`src/rtl/noc_eject_pkg.sv`:
```
`default_nettype none
// ============================================================================
// Module : noc_eject_pkg
// Flit type codes and default geometry shared by the ejection interface.
// Rev    : 1.0
// ============================================================================
package noc_eject_pkg;

    localparam int NOC_DATAW = 34;
    localparam int NOC_VCH   = 4;
    localparam int NOC_VCHW  = 2;
    localparam int NOC_DEPTH = 4;

    typedef enum logic [1:0] {
        FT_NONE = 2'b00,
        FT_HEAD = 2'b01,
        FT_TAIL = 2'b10,
        FT_DATA = 2'b11
    } flit_type_e;

    typedef enum logic {
        ST_IDLE   = 1'b0,
        ST_STREAM = 1'b1
    } ej_state_e;

endpackage
`default_nettype wire

```
`src/rtl/noc_ej_fifo.sv`:
```
`default_nettype none
// ============================================================================
// Module : noc_ej_fifo
// Single-clock show-ahead FIFO with occupancy count; head visible combinationally.
// Rev    : 1.0
// ============================================================================
module noc_ej_fifo #(
    parameter int W     = 34,
    parameter int DEPTH = 4
) (
    input  logic                       clk,
    input  logic                       rst_,
    input  logic                       wr_en_i,
    input  logic [W-1:0]               wr_data_i,
    input  logic                       rd_en_i,
    output logic [W-1:0]               rd_data_o,
    output logic                       empty_o,
    output logic                       full_o,
    output logic [$clog2(DEPTH):0]     count_o
);
    localparam int AW = $clog2(DEPTH);
    localparam logic [AW:0] PTR_ONE = (AW+1)'(1);

    logic [W-1:0] mem_q [DEPTH];
    logic [AW:0]  wptr_q;
    logic [AW:0]  rptr_q;
    logic         w_wr_ok;
    logic         w_rd_ok;

    assign empty_o   = (wptr_q == rptr_q);
    // Extra pointer bit distinguishes full from empty when the index bits match.
    assign full_o    = (wptr_q[AW] != rptr_q[AW]) && (wptr_q[AW-1:0] == rptr_q[AW-1:0]);
    assign count_o   = wptr_q - rptr_q;
    assign rd_data_o = mem_q[rptr_q[AW-1:0]];
    assign w_wr_ok   = wr_en_i && !full_o;
    assign w_rd_ok   = rd_en_i && !empty_o;

    always_ff @(posedge clk or negedge rst_) begin
        if (!rst_) begin
            wptr_q <= '0;
            rptr_q <= '0;
        end else begin
            if (w_wr_ok) wptr_q <= wptr_q + PTR_ONE;
            if (w_rd_ok) rptr_q <= rptr_q + PTR_ONE;
        end
    end

    always_ff @(posedge clk) begin
        if (w_wr_ok) mem_q[wptr_q[AW-1:0]] <= wr_data_i;
    end

endmodule
`default_nettype wire

```
`src/rtl/noc_eject.sv`:
```
`default_nettype none
// ============================================================================
// Module : noc_eject
// Ejection NI: per-VC FIFOs, ack/lock to router, packet-atomic delivery to core.
// Optional statistics counters enabled by NOC_EJ_STATS_EN.
// Rev    : 1.0
// ============================================================================
module noc_eject
    import noc_eject_pkg::*;
#(
    parameter int DATAW = NOC_DATAW,
    parameter int VCH   = NOC_VCH,
    parameter int VCHW  = NOC_VCHW,
    parameter int DEPTH = NOC_DEPTH
) (
    input  logic             clk,
    input  logic             rst_,
    input  logic [DATAW-1:0] idata,
    input  logic             ivalid,
    input  logic [VCHW-1:0]  ivch,
    output logic [VCH-1:0]   oack,
    output logic [VCH-1:0]   olck,
    output logic [31:0]      pkt_data,
    output logic [1:0]       pkt_type,
    output logic [VCHW-1:0]  pkt_vch,
    output logic             pkt_valid,
    input  logic             pkt_ready,
    output logic             err_ovf,
    output logic             err_proto,
    output logic [15:0]      stat_pkts,
    output logic [15:0]      stat_flits
);
    localparam int AW = $clog2(DEPTH);
    localparam logic [AW:0] CNT_ONE = (AW+1)'(1);
    localparam logic [AW:0] ACK_MAX = (AW+1)'(DEPTH - 2);

    logic [DATAW-1:0] w_head [VCH];
    logic [AW:0]      w_cnt  [VCH];
    logic [VCH-1:0]   w_empty, w_full, w_wr_en, w_rd_en, w_cand;
    logic [1:0]       w_in_type, w_pop_type;
    logic             w_wr_req, w_arb_found, w_valid, w_pop;
    logic [VCHW-1:0]  w_arb_vc, w_idx, w_sel;

    logic [AW:0]      w_cnt_nxt;
    logic             w_hd_wr, w_hd_rd, w_tl_rd, w_proto_hit;
    logic [VCH-1:0]   w_ack_d, w_lck_d;
    logic [AW:0]      hcnt_d [VCH];

    ej_state_e        state_q;
    logic [VCHW-1:0]  lock_q, last_q;
    logic [VCH-1:0]   oack_q, olck_q;
    logic [AW:0]      hcnt_q [VCH];
    logic             err_ovf_q, err_proto_q;

    assign w_in_type = idata[DATAW-1 -: 2];
    assign w_wr_req  = ivalid && (w_in_type != FT_NONE);

    for (genvar v = 0; v < VCH; v++) begin : g_vc
        assign w_wr_en[v] = w_wr_req && (ivch == VCHW'(v)) && !w_full[v];
        assign w_rd_en[v] = w_pop && (w_sel == VCHW'(v));

        noc_ej_fifo #(
            .W     (DATAW),
            .DEPTH (DEPTH)
        ) u_fifo (
            .clk       (clk),
            .rst_      (rst_),
            .wr_en_i   (w_wr_en[v]),
            .wr_data_i (idata),
            .rd_en_i   (w_rd_en[v]),
            .rd_data_o (w_head[v]),
            .empty_o   (w_empty[v]),
            .full_o    (w_full[v]),
            .count_o   (w_cnt[v])
        );
    end

    // Round-robin over VCs presenting a HEAD, starting just after the last VC served.
    always_comb begin
        w_cand      = '0;
        w_arb_found = 1'b0;
        w_arb_vc    = '0;
        w_idx       = '0;
        for (int v = 0; v < VCH; v++) begin
            w_cand[v] = !w_empty[v] && (w_head[v][DATAW-1 -: 2] == FT_HEAD);
        end
        for (int i = 1; i <= VCH; i++) begin
            w_idx = VCHW'((int'(last_q) + i) % VCH);
            if (!w_arb_found && w_cand[w_idx]) begin
                w_arb_found = 1'b1;
                w_arb_vc    = w_idx;
            end
        end
    end

    assign w_sel      = (state_q == ST_STREAM) ? lock_q : w_arb_vc;
    assign w_valid    = (state_q == ST_STREAM) ? !w_empty[lock_q] : w_arb_found;
    assign w_pop      = w_valid && pkt_ready;
    assign w_pop_type = w_head[w_sel][DATAW-1 -: 2];

    assign pkt_valid  = w_valid;
    assign pkt_data   = w_valid ? w_head[w_sel][31:0] : '0;
    assign pkt_type   = w_valid ? w_pop_type : 2'b00;
    assign pkt_vch    = w_valid ? w_sel : '0;

    always_comb begin
        w_cnt_nxt   = '0;
        w_hd_wr     = 1'b0;
        w_hd_rd     = 1'b0;
        w_tl_rd     = 1'b0;
        w_proto_hit = 1'b0;
        w_ack_d     = '0;
        w_lck_d     = '0;
        for (int v = 0; v < VCH; v++) begin
            hcnt_d[v] = hcnt_q[v];
        end
        for (int v = 0; v < VCH; v++) begin
            w_cnt_nxt = w_cnt[v];
            if (w_wr_en[v] && !w_rd_en[v])      w_cnt_nxt = w_cnt[v] + CNT_ONE;
            else if (!w_wr_en[v] && w_rd_en[v]) w_cnt_nxt = w_cnt[v] - CNT_ONE;
            w_ack_d[v] = (w_cnt_nxt <= ACK_MAX);

            w_hd_wr = w_wr_en[v] && (w_in_type == FT_HEAD);
            w_hd_rd = w_rd_en[v] && (w_pop_type == FT_HEAD);
            w_tl_rd = w_rd_en[v] && (w_pop_type == FT_TAIL);
            if (w_hd_wr && !w_hd_rd)      hcnt_d[v] = hcnt_q[v] + CNT_ONE;
            else if (!w_hd_wr && w_hd_rd) hcnt_d[v] = hcnt_q[v] - CNT_ONE;

            w_lck_d[v] = w_hd_wr ? 1'b1 : (w_tl_rd ? 1'b0 : olck_q[v]);

            // A body flit is legal while a HEAD for it is still queued, even if unlocked.
            if (w_wr_en[v] && (w_in_type == FT_HEAD) && olck_q[v])
                w_proto_hit = 1'b1;
            if (w_wr_en[v] && (w_in_type != FT_HEAD) && !olck_q[v] && (hcnt_q[v] == '0))
                w_proto_hit = 1'b1;
        end
    end

    always_ff @(posedge clk or negedge rst_) begin
        if (!rst_) begin
            state_q <= ST_IDLE;
            lock_q  <= '0;
            last_q  <= VCHW'(VCH - 1);
        end else if (w_pop) begin
            case (state_q)
                ST_IDLE: begin
                    state_q <= ST_STREAM;
                    lock_q  <= w_sel;
                    last_q  <= w_sel;
                end
                ST_STREAM: begin
                    if (w_pop_type == FT_TAIL) state_q <= ST_IDLE;
                end
                default: state_q <= ST_IDLE;
            endcase
        end
    end

    always_ff @(posedge clk or negedge rst_) begin
        if (!rst_) begin
            oack_q      <= '1;
            olck_q      <= '0;
            err_ovf_q   <= 1'b0;
            err_proto_q <= 1'b0;
            for (int v = 0; v < VCH; v++) hcnt_q[v] <= '0;
        end else begin
            oack_q      <= w_ack_d;
            olck_q      <= w_lck_d;
            err_ovf_q   <= err_ovf_q | (w_wr_req && w_full[ivch]);
            err_proto_q <= err_proto_q | w_proto_hit;
            for (int v = 0; v < VCH; v++) hcnt_q[v] <= hcnt_d[v];
        end
    end

    assign oack      = oack_q;
    assign olck      = olck_q;
    assign err_ovf   = err_ovf_q;
    assign err_proto = err_proto_q;

`ifdef NOC_EJ_STATS_EN
    logic [15:0] stat_pkts_q, stat_flits_q;

    always_ff @(posedge clk or negedge rst_) begin
        if (!rst_) begin
            stat_pkts_q  <= '0;
            stat_flits_q <= '0;
        end else if (w_pop) begin
            stat_flits_q <= stat_flits_q + 16'd1;
            if (w_pop_type == FT_TAIL) stat_pkts_q <= stat_pkts_q + 16'd1;
        end
    end

    assign stat_pkts  = stat_pkts_q;
    assign stat_flits = stat_flits_q;
`else
    assign stat_pkts  = '0;
    assign stat_flits = '0;
`endif

endmodule
`default_nettype wire
```
`config.mk`:
```
export PLATFORM = sky130hd
export DESIGN_NAME = noc_eject
export DESIGN_NICKNAME = d
export VERILOG_FILES = /design/src/rtl/noc_eject_pkg.sv /design/src/rtl/noc_ej_fifo.sv /design/src/rtl/noc_eject.sv
export SDC_FILE = /design/constraint.sdc
export NUM_CORES = 1
export LEC_CHECK = 0
export CORE_ASPECT_RATIO = 1.75
export CORE_MARGIN = 2
export CORE_UTILIZATION = 25
export CTS_BUF_LIST = sky130_fd_sc_hd__clkbuf_2
export DETAILED_ROUTE_END_ITERATION = 12
export PLACE_DENSITY_LB_ADDON = 0.25
export SYNTH_ARGS = -nofsm -noshare
export SYNTH_HDL_FRONTEND = slang
export SYNTH_SLANG_ARGS = --single-unit
```
`constraint.sdc`:
```
create_clock -name clk -period 4.06 [get_ports clk]
set_input_delay 0.812 -clock clk [delete_from_list [all_inputs] [get_ports clk]]
set_output_delay 0.812 -clock clk [all_outputs]
set_load 0.05 [all_outputs]
```
### Word level (Yosys, flattened, before mapping)

Memories as Yosys holds them, arrays and structs flattened.
Cells that the tools add are included.
W data, S select, Z words.

* register bits: 51
* memory bits (writable): 544
* output and inout bits: 79
* memories kept: 4

* $add $sub $neg: 32
* order comparisons: 11
* eq/ne operators: 26
* mux-type cells: 70
* bitwise logic cells: 4
* reductions and logical operators: 126

Memory list
* g_vc[0].u_fifo.mem_q: words 4, bits a word 34, rd ports 1, clocked after Yosys merged registers in 0, wr ports 1, line noc_ej_fifo.sv:24 `logic [W-1:0] mem_q [DEPTH];`
* g_vc[1].u_fifo.mem_q: words 4, bits a word 34, rd ports 1, clocked after Yosys merged registers in 0, wr ports 1, line noc_ej_fifo.sv:24
* g_vc[2].u_fifo.mem_q: words 4, bits a word 34, rd ports 1, clocked after Yosys merged registers in 0, wr ports 1, line noc_ej_fifo.sv:24
* g_vc[3].u_fifo.mem_q: words 4, bits a word 34, rd ports 1, clocked after Yosys merged registers in 0, wr ports 1, line noc_ej_fifo.sv:24

Operators by type and width (number)
* $logic_and A1 B1 Y1: 78
* $bmux W34 S2: 1
* $mux W34: 2
* $add A3 B1 Y3 const B: 16
* $mux W3: 16
* $mux W1: 36
* $logic_not A1 Y1: 32
* $mux W32: 1
* $sub A3 B1 Y3 const B: 8
* $lt A2 B3 Y1 const B: 6
* $reduce_bool A2 Y1: 9
* $eq A2 B1 Y1 const B: 8
* $mux W2: 7
* $bmux W1 S2: 6
* $eq A3 B3 Y1: 4
* $le A3 B2 Y1 const B: 4
* $logic_not A3 Y1: 4
* $sub A3 B3 Y3: 4
* $eq A2 B2 Y1 const B: 5
* $eq A2 B2 Y1: 4
* $add A2 B1 Y2 const B: 2
* $add A2 B2 Y2 const B: 2
* $logic_not A2 Y1: 2
* $ne A1 B1 Y1: 4
* 7 further kinds: 8

### Logic depth before layout (Yosys ltp)

Gate-level depths: netlist of run 1.

* depth in word-level cells: 25
* depth in mapped cells: 19

### Hierarchy

Synthesis of run 1 repeated with hierarchy kept, for this count alone.

* cells, all modules: 1229
* area total of the unflattened synthesis: 24905.1 sq um

By module, submodules not included
* noc_ej_fifo: instances 4, cells each 223, area each 5372.7 sq um
* noc_eject: instances 1, cells each 337, area each 3414.5 sq um

### Least setup slack after synthesis of run 1

No wires, ideal clock.

* path type: reg-to-output
* from: reg g_vc[0].u_fifo.rptr_q[1]
* to: out pkt_data[16]
* data arrival time: 3852 ps
* path slack: -604 ps
* cell stages (with the launch flop): 14
* path through: dfrtp_1 clkbuf_1 buf_1 inv_1 ha_1 nand2_1 nor2_1 o32ai_1 a211oi_2 a31oi_1 buf_2 buf_2 o221ai_1 a31oi_1

* longest elaborated chain between the ends: 21
* elaborated cells on any way between the ends: 37
* those cells by class: eq/ne (2); mux (24); bitwise (1); reduce/logical (9); memory (1)

RTL lines
* start, declared: line noc_ej_fifo.sv:26 `logic [AW:0] rptr_q;`
* start signal, assigned: line noc_ej_fifo.sv:44 `if (w_rd_ok) rptr_q <= rptr_q + PTR_ONE;`
* $mem_v2 Z4 W34 / $eq A3 B3 Y1 (equally long branches)
* $eq A2 B1 Y1 / $logic_not A1 Y1 (equally long branches): line noc_eject.sv:85 `w_cand[v] = !w_empty[v] && (w_head[v][DATAW-1 -: 2] == FT_HEAD);`
* $logic_and A1 B1 Y1: line noc_eject.sv:85
* $bmux W1 S2: line noc_eject.sv:89 `if (!w_arb_found && w_cand[w_idx]) begin`
* $mux W1 (not written as such): line noc_eject.sv:89
* $mux W1: line noc_eject.sv:89
* $logic_not A1 Y1: line noc_eject.sv:89
* $logic_and A1 B1 Y1: line noc_eject.sv:89
* [... 4 more ...]
* $logic_not A1 Y1: line noc_eject.sv:89
* $logic_and A1 B1 Y1: line noc_eject.sv:89
* $mux W2: line noc_eject.sv:89
* $mux W2: line noc_eject.sv:96 `assign w_sel = (state_q == ST_STREAM) ? lock_q : w_arb_vc;`
* $not A2 Y3 (not written as such): line noc_eject.sv:102 `assign pkt_data = w_valid ? w_head[w_sel][31:0] : '0;`
* $bmux W34 S2: line noc_eject.sv:102
* $mux W34 (not written as such) (2 in a row): line noc_eject.sv:102
* $mux W32 *: line noc_eject.sv:102
* end, declared: line noc_eject.sv:23 `output logic [31:0] pkt_data,`

Mark *: on every way between the ends. The rest lies on a longest branch, timed or not. The select of a mux whose other input is x is not followed.

### Worst setup path in the final report of run 1

* from: reg g_vc[0].u_fifo.rptr_q[0]
* to: out pkt_type[0]

* longest elaborated chain between the ends: 21
* elaborated cells on any way between the ends: 37
* those cells by class: eq/ne (2); mux (24); bitwise (1); reduce/logical (9); memory (1)

RTL lines
* $mem_v2 Z4 W34 / $eq A3 B3 Y1 (equally long branches)
* $eq A2 B1 Y1 / $logic_not A1 Y1 (equally long branches): line noc_eject.sv:85
* $logic_and A1 B1 Y1: line noc_eject.sv:85
* $bmux W1 S2: line noc_eject.sv:89
* $mux W1 (not written as such): line noc_eject.sv:89
* $mux W1: line noc_eject.sv:89
* $logic_not A1 Y1: line noc_eject.sv:89
* $logic_and A1 B1 Y1: line noc_eject.sv:89
* [... 4 more ...]
* $logic_not A1 Y1: line noc_eject.sv:89
* $logic_and A1 B1 Y1: line noc_eject.sv:89
* $mux W2: line noc_eject.sv:89
* $mux W2: line noc_eject.sv:96
* $not A2 Y3 (not written as such): line noc_eject.sv:99 `assign w_pop_type = w_head[w_sel][DATAW-1 -: 2];`
* $bmux W34 S2: line noc_eject.sv:99
* $mux W34 (2 in a row)
* $mux W2 *: line noc_eject.sv:103 `assign pkt_type = w_valid ? w_pop_type : 2'b00;`
* end, declared: line noc_eject.sv:24 `output logic [1:0] pkt_type,`

Marked as above.

==> key figures, run 1 <==
Global routing
  • Largest net degree at the start of global routing: 36
  • Grt total ovfl: 0
  • Vias in the first global route: around 15000
  • Initial antenna violation count: 3
  • Global Route Usage Sum: 13.62%
  • First-pass GRT wire length: between 90000 and 100000 um

STA
  • Final worst slack: -960.7 ps
  • Clk_skew: ~130 ps
  • RSZ-0062 raised after global routing: yes
  • Final setup viols: 37
  • Max-slew violations: 0
  • Hold Vio Cnt, Final: 0
  • Crit path time final: around 5000 ps
  • Part of the cycle the worst path needs: 123.7%
  • Hold slack: slightly below 400 ps
  • Worst rel slew slack: between 40% and 50%
  • Worst-Margin Slew: ~840 ps
  • Fmax: 0.1992 GHz

Finish
  • Most frequent cells in the layout: edfxtp_1, clkbuf_2, mux4_2
  • Layout area overhead: 25.46%
  • NumNets Final: 1738
  • Fin util: 31.57%
  • Commonest non-fill, non-tap cell in the layout: edfxtp_1
  • Layout cells sized above 1: 38.78%

Critical path
  • Worst setup SP type: register
  • R2R Path End: hcnt_q[7]
  • CP Capture Type: primary output
  • CP Class: register to primary output
  • Crit path DAT: 4210 ps
  • R2R depth: 15
  • Worst-path maximum fanout: 5
  • R2R Path Start: g_vc[0].u_fifo.rptr_q[0]
  • R2r setup slk: 30 ps
  • Critical Path RT: 3250 ps

Clock tree
  • CTS Sinks: roughly 600
  • CTS H-Tree Depth: 4
  • Later-pin clock latency in the skew report: 1260 ps
  • Clk root buf: clkbuf_2
  • CTS tree: yes
  • Inserted Clock Buffers: 139
  • CTS clk-pin slew, worst paths: about 120 ps
  • CTS Buffer Depth: 3

Logic synthesis
  • #FFs+latches synth: 595
  • Top cell type's share of synthesized area: 66.41%
  • Post-Syn Instances: 1345
  • Mean area per synthesized cell: 18.29 um^2
  • Ys Warns: 0
  • Post-synth EDFFs: 544
  • Cell variety after synth: 65
  • Most used flip-flop cell after synthesis: edfxtp_1
  • Ranking of synthesized cells by area: edfxtp_1, mux4_2, dfrtp_1
  • Async SR Flop Fraction: 8.571%
  • Synth area leader: edfxtp_1
  • Sequential area share after synthesis: 71.63%
  • Post-Syn Area: 24600 um^2

Routing
  • Drt via density: roughly 4.4
  • Detailed Route WL: 68310 um
  • DRC violations left: 0
  • First drt pass iteration count: 5
  • Via count: 13540
  • DRC marker count from the first detailed-route iteration: 900
  • Routed Antenna Nets: 0
  • Wire length per cell: 22.37 um

Min path
  • Hold EP: err_ovf
  • Min-delay src: ivalid
  • Hold path cells: 3
  • Class of the worst hold path: primary input to register

Run
  • Max-cap violations: 0

Floorplan
  • Die ar.: slightly above 100000 um^2
  • Chip height: between 400 and 500 um
  • Chip width: 241.1 um
  • Ports: approximately 120
  • Initial core utilization: between 20 and 30%
  • Core Footprint: 97750 um^2
  • Rows: approximately 150

Placed design
  • Port Buffers: between 80 and 90
  • GP Congestion: 0.8269
  • DP HPWL: 39670 um

Outcome
  • Status: complete, but fails checks
  • Violated checks: negative setup slack
[synthesized netlist by cell type, types with 5 or more instances]
library cell	n
and2_1	17
o221ai_1	19
mux4_2	138
o211ai_1	5
dfrtp_1	45
clkbuf_1	40
nand3_1	34
nor2_1	30
buf_1	7
mux2_2	6
inv_1	38
o21ai_0	21
buf_4	32
and3_1	21
fa_1	8
buf_2	13
a21oi_1	8
xnor2_1	19
ha_1	44
nand2_1	134
nand2b_1	6
edfxtp_1	544
a31oi_1	24
xor2_1	19
dfstp_2	6
[what timing repair did]
| action | CTS | global route |
|---|---|---|
| hold buffers | 3 | 0 |
| endpoints found under the hold margin | 30 | 0 |
| resized for setup | 89 | 58 |
| pin swaps | 15 | 25 |
| setup endpoints to repair | 37 | 45 |
| cloned | 4 | 3 |
| buffers inserted | 24 | 10 |
[logic make-up after synthesis]
kind of cell    after synthesis  synth area share (%)
xor+xnor                     38                 1.353
flops                       595                 71.63
compound gates              117                 3.530
simple gates                265                 5.005
buf+inv                     131                 2.584
mux                         146                 12.99
fa+ha+maj                    52                 2.889
other cells                   1               0.01525
[routing by layer]
metal | track usage [%] | up-vias | routed length (um)
met5 | 0 | - | 13
met4 | 6.204 | 2 | 2472
met3 | 3.351 | 156 | 3005
met2 | 25.38 | 362 | 37890
met1 | 14.18 | 7090 | 24940
li1 | - | 5926 | -
[worst max-delay path: stages, from the launching register on]
cell and delay (ps):
dfrtp_2 420, mux4_2 520, nand2b_4 190, o211a_1 250
a221o_1 350, buf_6 140, o31a_4 340, a211o_1 270
buf_4 150, and3_4 180, buf_12 140
[through the flow]
step / std cells / setup WS (ps) / instance area, um^2 / TNS (ps)
after floorplan: 1376 / -49.35 / 25020 / -540.7
after global placement: 2772 / 89.05 / 28350 / 0
after detailed placement: 2772 / 75.79 / 28350 / 0
after CTS: 3041 / -1178 / 30480 / -40760
after global routing: 3054 / -1192 / 30860 / -41300
final: 3054 / -960.7 / 30860 / -32050
[final cells by class]
| type | instances | area, um^2 |
|---|---|---|
| antenna | 2 | 5.005 |
| clock buffer | 198 | 991.0 |
| clock inverter | 40 | 331.6 |
| fill | 9571 | 66890 |
| inverter | 38 | 147.6 |
| multi-input combinational | 650 | 7341 |
| sequential | 595 | 17630 |
| tap | 1309 | 1638 |
| timing repair buffer | 222 | 2776 |
[sequential cells by signal, summed over array words and instances (netlist names), 2 cells and up]
register	cells
g_vc.u_fifo.wptr_q	12
g_vc.u_fifo.rptr_q	12
lock_q	2
g_vc.u_fifo.mem_q	544
last_q	2
olck	4
oack	4
hcnt_q	12
[worst max path at each step]
stage                             startpoint  depth (start not counted)  slack [ps]           end
floorplan           g_vc[0].u_fifo.rptr_q[1]                         13         -50  pkt_data[16]
global placement    g_vc[0].u_fifo.rptr_q[0]                         10          90  pkt_data[12]
detailed placement  g_vc[0].u_fifo.rptr_q[0]                         10          80  pkt_data[12]
CTS                 g_vc[0].u_fifo.rptr_q[0]                         12       -1180   pkt_type[0]
global route        g_vc[0].u_fifo.rptr_q[0]                         10       -1190   pkt_type[0]
finish              g_vc[0].u_fifo.rptr_q[0]                         10        -960   pkt_type[0]
Power of run 1 is not shown: default switching activity piles up to over one toggle a cycle in this logic, so the estimate is an artifact.
==> run 2, diff against run 1 <==
==> constraint.sdc (replaced) <==
create_clock -name clk -period 4.1 [get_ports clk]
set_input_delay 0.82 -clock clk [delete_from_list [all_inputs] [get_ports clk]]
set_output_delay 0.82 -clock clk [all_outputs]
set_load 0.05 [all_outputs]
==> run 2 against run 1 <==
Against the previous run:
- the flow still finishes with violations (negative setup slack)
- global-route usage rose by 0.35 points
- sequential share of layout area is 0.36 points lower
- die area stayed put
- via count up 0.68%
- sequential cell count unchanged
- critical path depth is 1 higher
- routed wire length increased by 2.1%
- design area increased by 0.63%
- count of clock-buffer cells in the layout increased by 6
- setup slack improved by 160 ps
==> key figures, run 2 (same netlist as run 1, synthesis figures left out) <==
Floorplan
  • Ports: 119 (unchanged)
  • Initial core utilization: 25.16% (unchanged)
  • Rows: 152 (unchanged)
  • Die ar.: 101000 um^2 (unchanged)
  • Chip height: 418.9 um (unchanged)
  • Chip width: 241.1 um (unchanged)
  • Core Footprint: 97750 um^2 (unchanged)

Finish
  • Fin cells: 3041 (-0.43%)
  • Flip-flop count of the largest register after layout: 544 (unchanged)
  • Register area: 17630 um^2 (about the same)
  • Commonest non-fill, non-tap cell in the layout: edfxtp_1
  • Design area: 31050 um^2 (+0.63%)
  • Most frequent cells in the layout: edfxtp_1, clkbuf_2, mux4_2
  • Layout cells sized above 1: 38.92% (+0.14 points)
  • Multi-input logic area: 7525 um^2 (+2.5%)
  • Layout area overhead: 26.25%
  • Fillers: 9620 (+0.51%)
  • Fin util: 31.77% (+0.20 points)
  • NumNets Final: 1721 (-0.98%)

Clock tree
  • CTS Buffer Depth: 3 (unchanged)
  • CTS H-Tree Depth: 4 (unchanged)
  • CTS tree: yes
  • Clk root buf: clkbuf_2
  • Inserted Clock Buffers: 138 (-0.72%)
  • Later-pin clock latency in the skew report: 1230 ps (-30 ps)
  • CTS Sinks: 595 (unchanged)
  • CTS clk-pin slew, worst paths: 120 ps (about the same)

Global routing
  • Grt total ovfl: 0 (unchanged)
  • Global Route Usage Sum: 13.97% (+0.35 points)
  • Vias in the first global route: 15070 (+0.22%)
  • First-pass GRT wire length: 100500 um (+2.1%)
  • Largest net degree at the start of global routing: 36 (unchanged)
  • Initial antenna violation count: 3 (unchanged)

Critical path
  • CP Class: register to primary output
  • Worst-path maximum fanout: 7 (+2)
  • CP Capture Type: primary output
  • Crit path DAT: 4080 ps (-130 ps)
  • Critical Path RT: 3280 ps (+30 ps)
  • Worst setup SP type: register
  • R2R depth: 15 (unchanged)

Routing
  • First drt pass iteration count: 5 (unchanged)
  • DRC violations left: 0 (unchanged)
  • Drt via density: 4.481 (+1.1%)
  • DRC marker count from the first detailed-route iteration: 826 (-8.2%)
  • Via count: 13630 (+0.68%)
  • Wire length per cell: 22.94 um (+2.5%)
  • Routed Antenna Nets: 0 (unchanged)
  • Detailed Route WL: 69750 um (+2.1%)

Placed design
  • Port Buffers: 86 (unchanged)
  • Post-Place Cells: 2750 (-0.79%)
  • GP Congestion: 0.8238 (-0.37%)
  • Post-Place Cell Area: 28140 um^2 (-0.76%)
  • DP HPWL: 40080 um (+1.0%)

Outcome
  • Violated checks: negative setup slack
  • Status: complete, but fails checks

STA
  • Final setup viols: 37 (unchanged)
  • Part of the cycle the worst path needs: 119.5%
  • Max-slew violations: 0 (unchanged)
  • Hold Vio Cnt, Final: 0 (unchanged)
  • Final worst slack: -800.1 ps (+160.6 ps)
  • Clk_skew: 60.77 ps (-69.70 ps)
  • Worst rel slew slack: 39.83% (-4.1 points)
  • Crit path time final: approximately 4900 ps
  • Fmax: 0.2041 GHz
  • RSZ-0062 raised after global routing: yes
  • Worst-Margin Slew: 902.6 ps (+61.45 ps)
  • Hold slack: 230.1 ps (-163.8 ps)

Min path
  • Class of the worst hold path: primary input to async pin

Run
  • Max-cap violations: 0 (unchanged)
==> run 2: cell count changes in the layout (fill, tap and decap cells not counted), moves of 6 or more <==
cell and change:
buf_16 +8, buf_4 -19, clkbuf_2 +6, nand2_1 -18, nand2_2 +12, nand2_4 +6
o221ai_2 -14, o221ai_4 +14
==> run 2: cell type report <==
cell class	instances	share of cell area (%)
inverter	38	0.4835
clock inverter	36	0.8541
sequential	595	56.77
multi-input combinational	650	24.23
tap	1309	5.274
antenna	3	0.02417
clock buffer	204	3.288
timing repair buffer	206	9.077
==> run 2: worst paths after layout <==
kind	start	endpoint	slack, ps
max	g_vc[0].u_fifo.rptr_q[0]	pkt_data[2]	-800
min	rst_	olck[1]	230
max reg2reg	g_vc[0].u_fifo.rptr_q[0]	hcnt_q[10]	10
min reg2reg	hcnt_q[2]	hcnt_q[2]	470
max in group asynchronous	rst_	last_q[0]	3090
min in group clk	ivalid	err_ovf	410
==> run 2: through the flow <==
step                TNS (ps)  setup WS (ps)
global placement           0          143.5
CTS                   -33810         -955.7
floorplan             -165.3         -17.35
detailed placement         0          89.40
global route          -36620          -1027
finish                -27750         -800.1
==> run 2: layer usage <==
metal  vias to the layer above  global-route usage, %  part of all wire, %
met3                       124                  2.739                  4.1
met5                         -                      0                    0
met1                      7193                  15.17                   37
li1                       5934                      -                    -
met2                       377                  26.25                   56
met4                         0                  5.503                  2.7
==> run 2: what timing repair did <==
action / 4_1_cts / 5_1_grt
hold endpoints to repair: 25 / 0
gates resized for setup: 139 / 49
hold buffers: 1 / 0
setup buffers: 25 / 7
endpoints found under the setup margin: 37 / 45
pin swaps: 21 / 14
cloned: 11 / 4
==> run 2: critical path, cell delays in order (launching register included) <==
cell	delay [ps]
dfrtp_2	400
mux4_2	520
nand2b_4	190
o211a_1	230
a221o_1	370
buf_4	160
o31ai_4	210
buf_6	190
buf_12	170
nand3_1	80
and3_4	210
buf_12	150
Power of run 2 is left out for the same reason.
==> run 3, diff against run 2 <==
--- a/config.mk
+++ b/config.mk
@@ -8,9 +8,11 @@
 export CORE_ASPECT_RATIO = 1.75
 export CORE_MARGIN = 2
 export CORE_UTILIZATION = 25
-export CTS_BUF_LIST = sky130_fd_sc_hd__clkbuf_2
+export CTS_BUF_LIST = sky130_fd_sc_hd__clkbuf_8
 export DETAILED_ROUTE_END_ITERATION = 12
+export GPL_ROUTABILITY_DRIVEN = 0
 export PLACE_DENSITY_LB_ADDON = 0.25
+export SKIP_CTS_REPAIR_TIMING = 1
 export SYNTH_ARGS = -nofsm -noshare
 export SYNTH_HDL_FRONTEND = slang
 export SYNTH_SLANG_ARGS = --single-unit
==> run 3 against run 2 <==
Against the previous run:
- the flow still finishes with violations (negative setup slack)
- worst hold slack got worse by 68 ps
- count of clock-buffer cells in the layout fell by 116
- first-iteration DRC count rose by 2.7%
- design area fell by 0.26%
- critical path depth fell by 2
- global-route usage fell by 0.73 points
- non-clock buffer count fell by 15
==> key figures, run 3 (same netlist as run 1, synthesis figures left out) <==
Routing
  • DRC marker count from the first detailed-route iteration: 848 (+2.7%)
  • Drt via density: 4.477 (-0.10%)
  • Routed Antenna Nets: 0 (unchanged)
  • Via count: 13150 (-3.5%)
  • Detailed Route WL: 67990 um (-2.5%)
  • Wire length per cell: 23.14 um (+0.90%)
  • DRC violations left: 0 (unchanged)
  • First drt pass iteration count: 5 (unchanged)

STA
  • Clk_skew: 37.99 ps (-22.77 ps)
  • Final worst slack: -360.4 ps (+439.7 ps)
  • Max-slew violations: 0 (unchanged)
  • Final setup viols: 35 (-5.4%)
  • Setup TNS Final: -10380 ps (+17380 ps)
  • Worst-Margin Slew: 920.3 ps (+17.65 ps)
  • Fmax: 0.2242 GHz (+9.9%)
  • Part of the cycle the worst path needs: 108.8% (-11 points)
  • Hold Vio Cnt, Final: 0 (unchanged)
  • Hold slack: 161.8 ps (-68.32 ps)
  • RSZ-0062 raised after global routing: yes
  • Worst rel slew slack: 38.65% (-1.2 points)
  • Crit path time final: 4460 ps (-439.7 ps)

Finish
  • Register area: 17630 um^2 (unchanged)
  • NumNets Final: 1655 (-3.8%)
  • Most frequent cells in the layout: edfxtp_1, mux4_2, nand2_1
  • Commonest non-fill, non-tap cell in the layout: edfxtp_1
  • Multi-input logic area: 7450 um^2 (-1.0%)
  • Layout cells sized above 1: 32.19% (-6.7 points)
  • Flip-flop count of the largest register after layout: 544 (unchanged)
  • Fillers: 9542 (-0.81%)
  • Layout area overhead: 25.92%

Global routing
  • GR peak layer: met2
  • Vias in the first global route: 14310 (-5.0%)
  • Initial antenna violation count: 3 (unchanged)
  • Largest net degree at the start of global routing: 36 (unchanged)
  • M3 GR Usage: 2.410% (-0.33 points)
  • Global Route Usage Sum: 13.24% (-0.73 points)
  • Routing usage on met2: 25.07% (-1.2 points)
  • Grt total ovfl: 0 (unchanged)
  • M1 GR Usage: 14.47% (-0.69 points)
  • First-pass GRT wire length: 95970 um (-4.5%)

Clock tree
  • Later-pin clock latency in the skew report: 730 ps (-500 ps)
  • CTS tree: yes
  • Inserted Clock Buffers: 87 (-37%)
  • CTS clk-pin slew, worst paths: 60 ps (-60 ps)
  • CTS Buffer Depth: 3 (unchanged)
  • Clk root buf: clkbuf_8
  • CTS Sinks: 595 (unchanged)
  • CTS H-Tree Depth: 3 (-1)

Floorplan
  • Ports: 119 (unchanged)
  • Initial core utilization: 25.16% (unchanged)
  • Die ar.: 101000 um^2 (unchanged)
  • Chip width: 241.1 um (unchanged)
  • Chip height: 418.9 um (unchanged)
  • Core Footprint: 97750 um^2 (unchanged)
  • Rows: 152 (unchanged)

Critical path
  • Ordered cell list for the critical path: mux4_2 > nand2b_4 > o211a_1 > a221o_2 > o31a_4 > buf_12 > buf_12 > a31oi_4 > buf_12
  • Crit path max-delay cell type: mux4_2
  • Most used cell, CP: buf_12
  • R2R depth: 15 (unchanged)
  • Largest stage delay on the critical path: 530 ps (about the same)
  • Crit path DAT: 3640 ps (-440 ps)
  • Critical Path RT: 3280 ps (about the same)
  • Worst setup SP type: register
  • Worst-path maximum fanout: 14 (+7)
  • CP Capture Type: primary output
  • Cell family with most CP delay: compound AO/OA/AOI/OAI gates
  • CP Buf/Inv Count: 3 (-1)
  • WP depth: 9 (-2)
  • CP Class: register to primary output

Placed design
  • Dpl ws: 89.40 ps (unchanged)
  • DP HPWL: 40080 um (unchanged)
  • Port Buffers: 86 (unchanged)

Min path
  • Class of the worst hold path: primary input to async pin

Outcome
  • Violated checks: negative setup slack
  • Status: complete, but fails checks

Run
  • Max-cap violations: 0 (unchanged)
==> run 3: cell count changes in the layout (fill, tap and decap cells not counted), moves of 4 or more <==
cell,delta
buf_12,-6
buf_16,-10
buf_4,-4
clkbuf_2,-204
clkbuf_8,+88
inv_1,+32
nand2_1,+21
nand2_2,-14
nand2_4,-7
==> run 3: final timing paths <==
path / from / endpoint / slack [ps]
setup / recovery: g_vc[0].u_fifo.rptr_q[0] / pkt_data[3] / -360
hold / removal: rst_ / g_vc[3].u_fifo.wptr_q[0] / 160
setup reg to reg: g_vc[0].u_fifo.rptr_q[0] / hcnt_q[2] / 100
hold reg to reg: hcnt_q[2] / hcnt_q[2] / 460
max in group asynchronous: rst_ / last_q[0] / 3170
min in group clk: hcnt_q[2] / hcnt_q[2] / 460
==> run 3: final cells by class <==
| class | count | share of cell area (%) |
|---|---|---|
| flip-flops and latches | 595 | 56.92 |
| clock inverters | 66 | 1.369 |
| clock buffers | 88 | 3.910 |
| repair buffers | 191 | 7.982 |
| inverters | 38 | 0.4726 |
| multi-input cells | 650 | 24.05 |
| diodes | 1 | 0.008079 |
| well taps | 1309 | 5.288 |
==> run 3: per-layer routing <==
metal	wire, um	vias to the layer above	share of wire [%]
met4	1590	2	2.3
met3	2545	92	3.7
met1	25680	7055	38
met5	13	-	0.019
li1	-	5703	-
met2	38170	301	56
==> run 3: through the flow <==
| step | instances | area [um^2] | util, % |
|---|---|---|---|
| after floorplan | 1376 | 25020 | - |
| after global placement | 2750 | 28140 | 28.78 |
| after detailed placement | 2750 | 28140 | 28.78 |
| after CTS | 2904 | 29770 | 30.46 |
| after global routing | 2938 | 30970 | 31.69 |
| final | 2938 | 30970 | 31.69 |
Power of run 3 is left out for the same reason.
==> RTL change (config.mk and constraints of run 3) <==
`NOC_VCH`: 4 -> 16.
--- a/src/rtl/noc_eject_pkg.sv
+++ b/src/rtl/noc_eject_pkg.sv
@@ -8,5 +8,5 @@
 
     localparam int NOC_DATAW = 34;
-    localparam int NOC_VCH   = 4;
+    localparam int NOC_VCH   = 16;
     localparam int NOC_VCHW  = 2;
     localparam int NOC_DEPTH = 4;
Interface: changed (resized oack and olck); port bits go from 119 to 143. No check against the original RTL was run, so the function may have changed too.
==> RTL change against run 3 <==
The flow still finishes with violations (negative setup slack); wire length is 33% higher; global-route usage down 0.28 points; via count is 44% higher; sequential cell count rose by 132; final area up 32%; setup slack got worse by 290 ps; area after synthesis up 34%; critical path depth increased by 2.
Power is not shown: default switching activity piles up to over one toggle a cycle in this logic, so the estimate is an artifact.
==> RTL change: results (changes against run 3) <==
{| class="wikitable"
! Metric !! Value
|-
| First-pass GRT wire length || 131 mm (+37%)
|-
| Top cells by area in the synthesized netlist || edfxtp_1 50%, dfrtp_1 13%, mux4_2 9.4%, ha_1 5.3%, xnor2_1 2.4%
|-
| Maximum fanout encountered on the critical timing path || 8 (-6)
|-
| Failing checks || negative setup slack
|-
| Worst reg-to-reg setup slack || -30 ps (-130 ps)
|-
| Status || complete, but fails checks
|-
| Worst clock skew || 32.6 ps (-5.42 ps)
|-
| Clock network latency to the later pin of the worst-skew pair || 810 ps (+80 ps)
|-
| End point of the critical path || pkt_data[11]
|-
| Wire length on met2 || 49.1 mm (+29%)
|-
| Slew headroom || 31.0% (-7.7 points)
|-
| Final Net Count || 2,608 (+58%)
|-
| Vias in the first global route || 20,635 (+44%)
|-
| Routed vias/inst || 4.53 (+1.2%)
|-
| Reg-to-Reg End || hcnt_q[13]
|-
| Final HPWL from detailed placement || 56.5 mm (+41%)
|-
| Slowest Stage Delay on Critical Path || 550 ps (+20 ps)
|-
| Register area share after synthesis || 63.6% (-8.1 points)
|-
| Post-route insts no fill || 4,182 (+42%)
|-
| Wire length on met3 || 3.54 mm (+39%)
|-
| Routed wire length || 90.3 mm (+33%)
|-
| Avg Cell Area, Syn || 15.9 um2 (-13%)
|-
| Beginning of the worst register-to-register path || g_vc[3].u_fifo.rptr_q[0]
|-
| Input/output buffers || 110 (+28%)
|-
| CP Data Arrival Time || 3930 ps (+290 ps)
|-
| Post-route met1 wirelength || 35.4 mm (+38%)
|-
| Number of buffers created by CTS || 112 (+29%)
|-
| TNS Setup || -19,370 ps (-9000 ps)
|-
| Worst setup margin || -654 ps (-293 ps)
|-
| Setup Viol. Count Final || 38 (+8.6%)
|-
| Synth async-reset ratio || 25.2% (+17 points)
|-
| Maximum number of pins on one net before global-route repair || 90 (+150%)
|}
## RTL change: routing by layer
layer / global-route usage (%) / up-vias
li1: - / 8343
met1: 14.9 / 10010
met2: 24.0 / 446
met3: 2.14 / 143
met4: 4.55 / 6
met5: 0 / -
## RTL change: cells by family (layout without fill, tap and decap cells)
logic type	count (synthesis)	after routing	share of synthesized area, %
AOI/OAI and AO/OA	224	224	4.87
xor gates and xnor gates	153	153	4.07
adders and majority gates	172	172	7.26
buffers and inverters	221	603	3.03
DFF	727	727	63.6
muxes	207	207	11.6
other	1	34	0.0114
and+or+nand+nor	371	371	5.56
## RTL change: layout make-up
type	count	area [um2]
fillers	12782	90200
flip-flops and latches	727	20900
multi-input cells	1159	12000
repair buffers	279	3230
well taps	1691	2120
clock buffers	118	1620
clock inverters	89	510
inverters	117	439
diodes	2	5.00
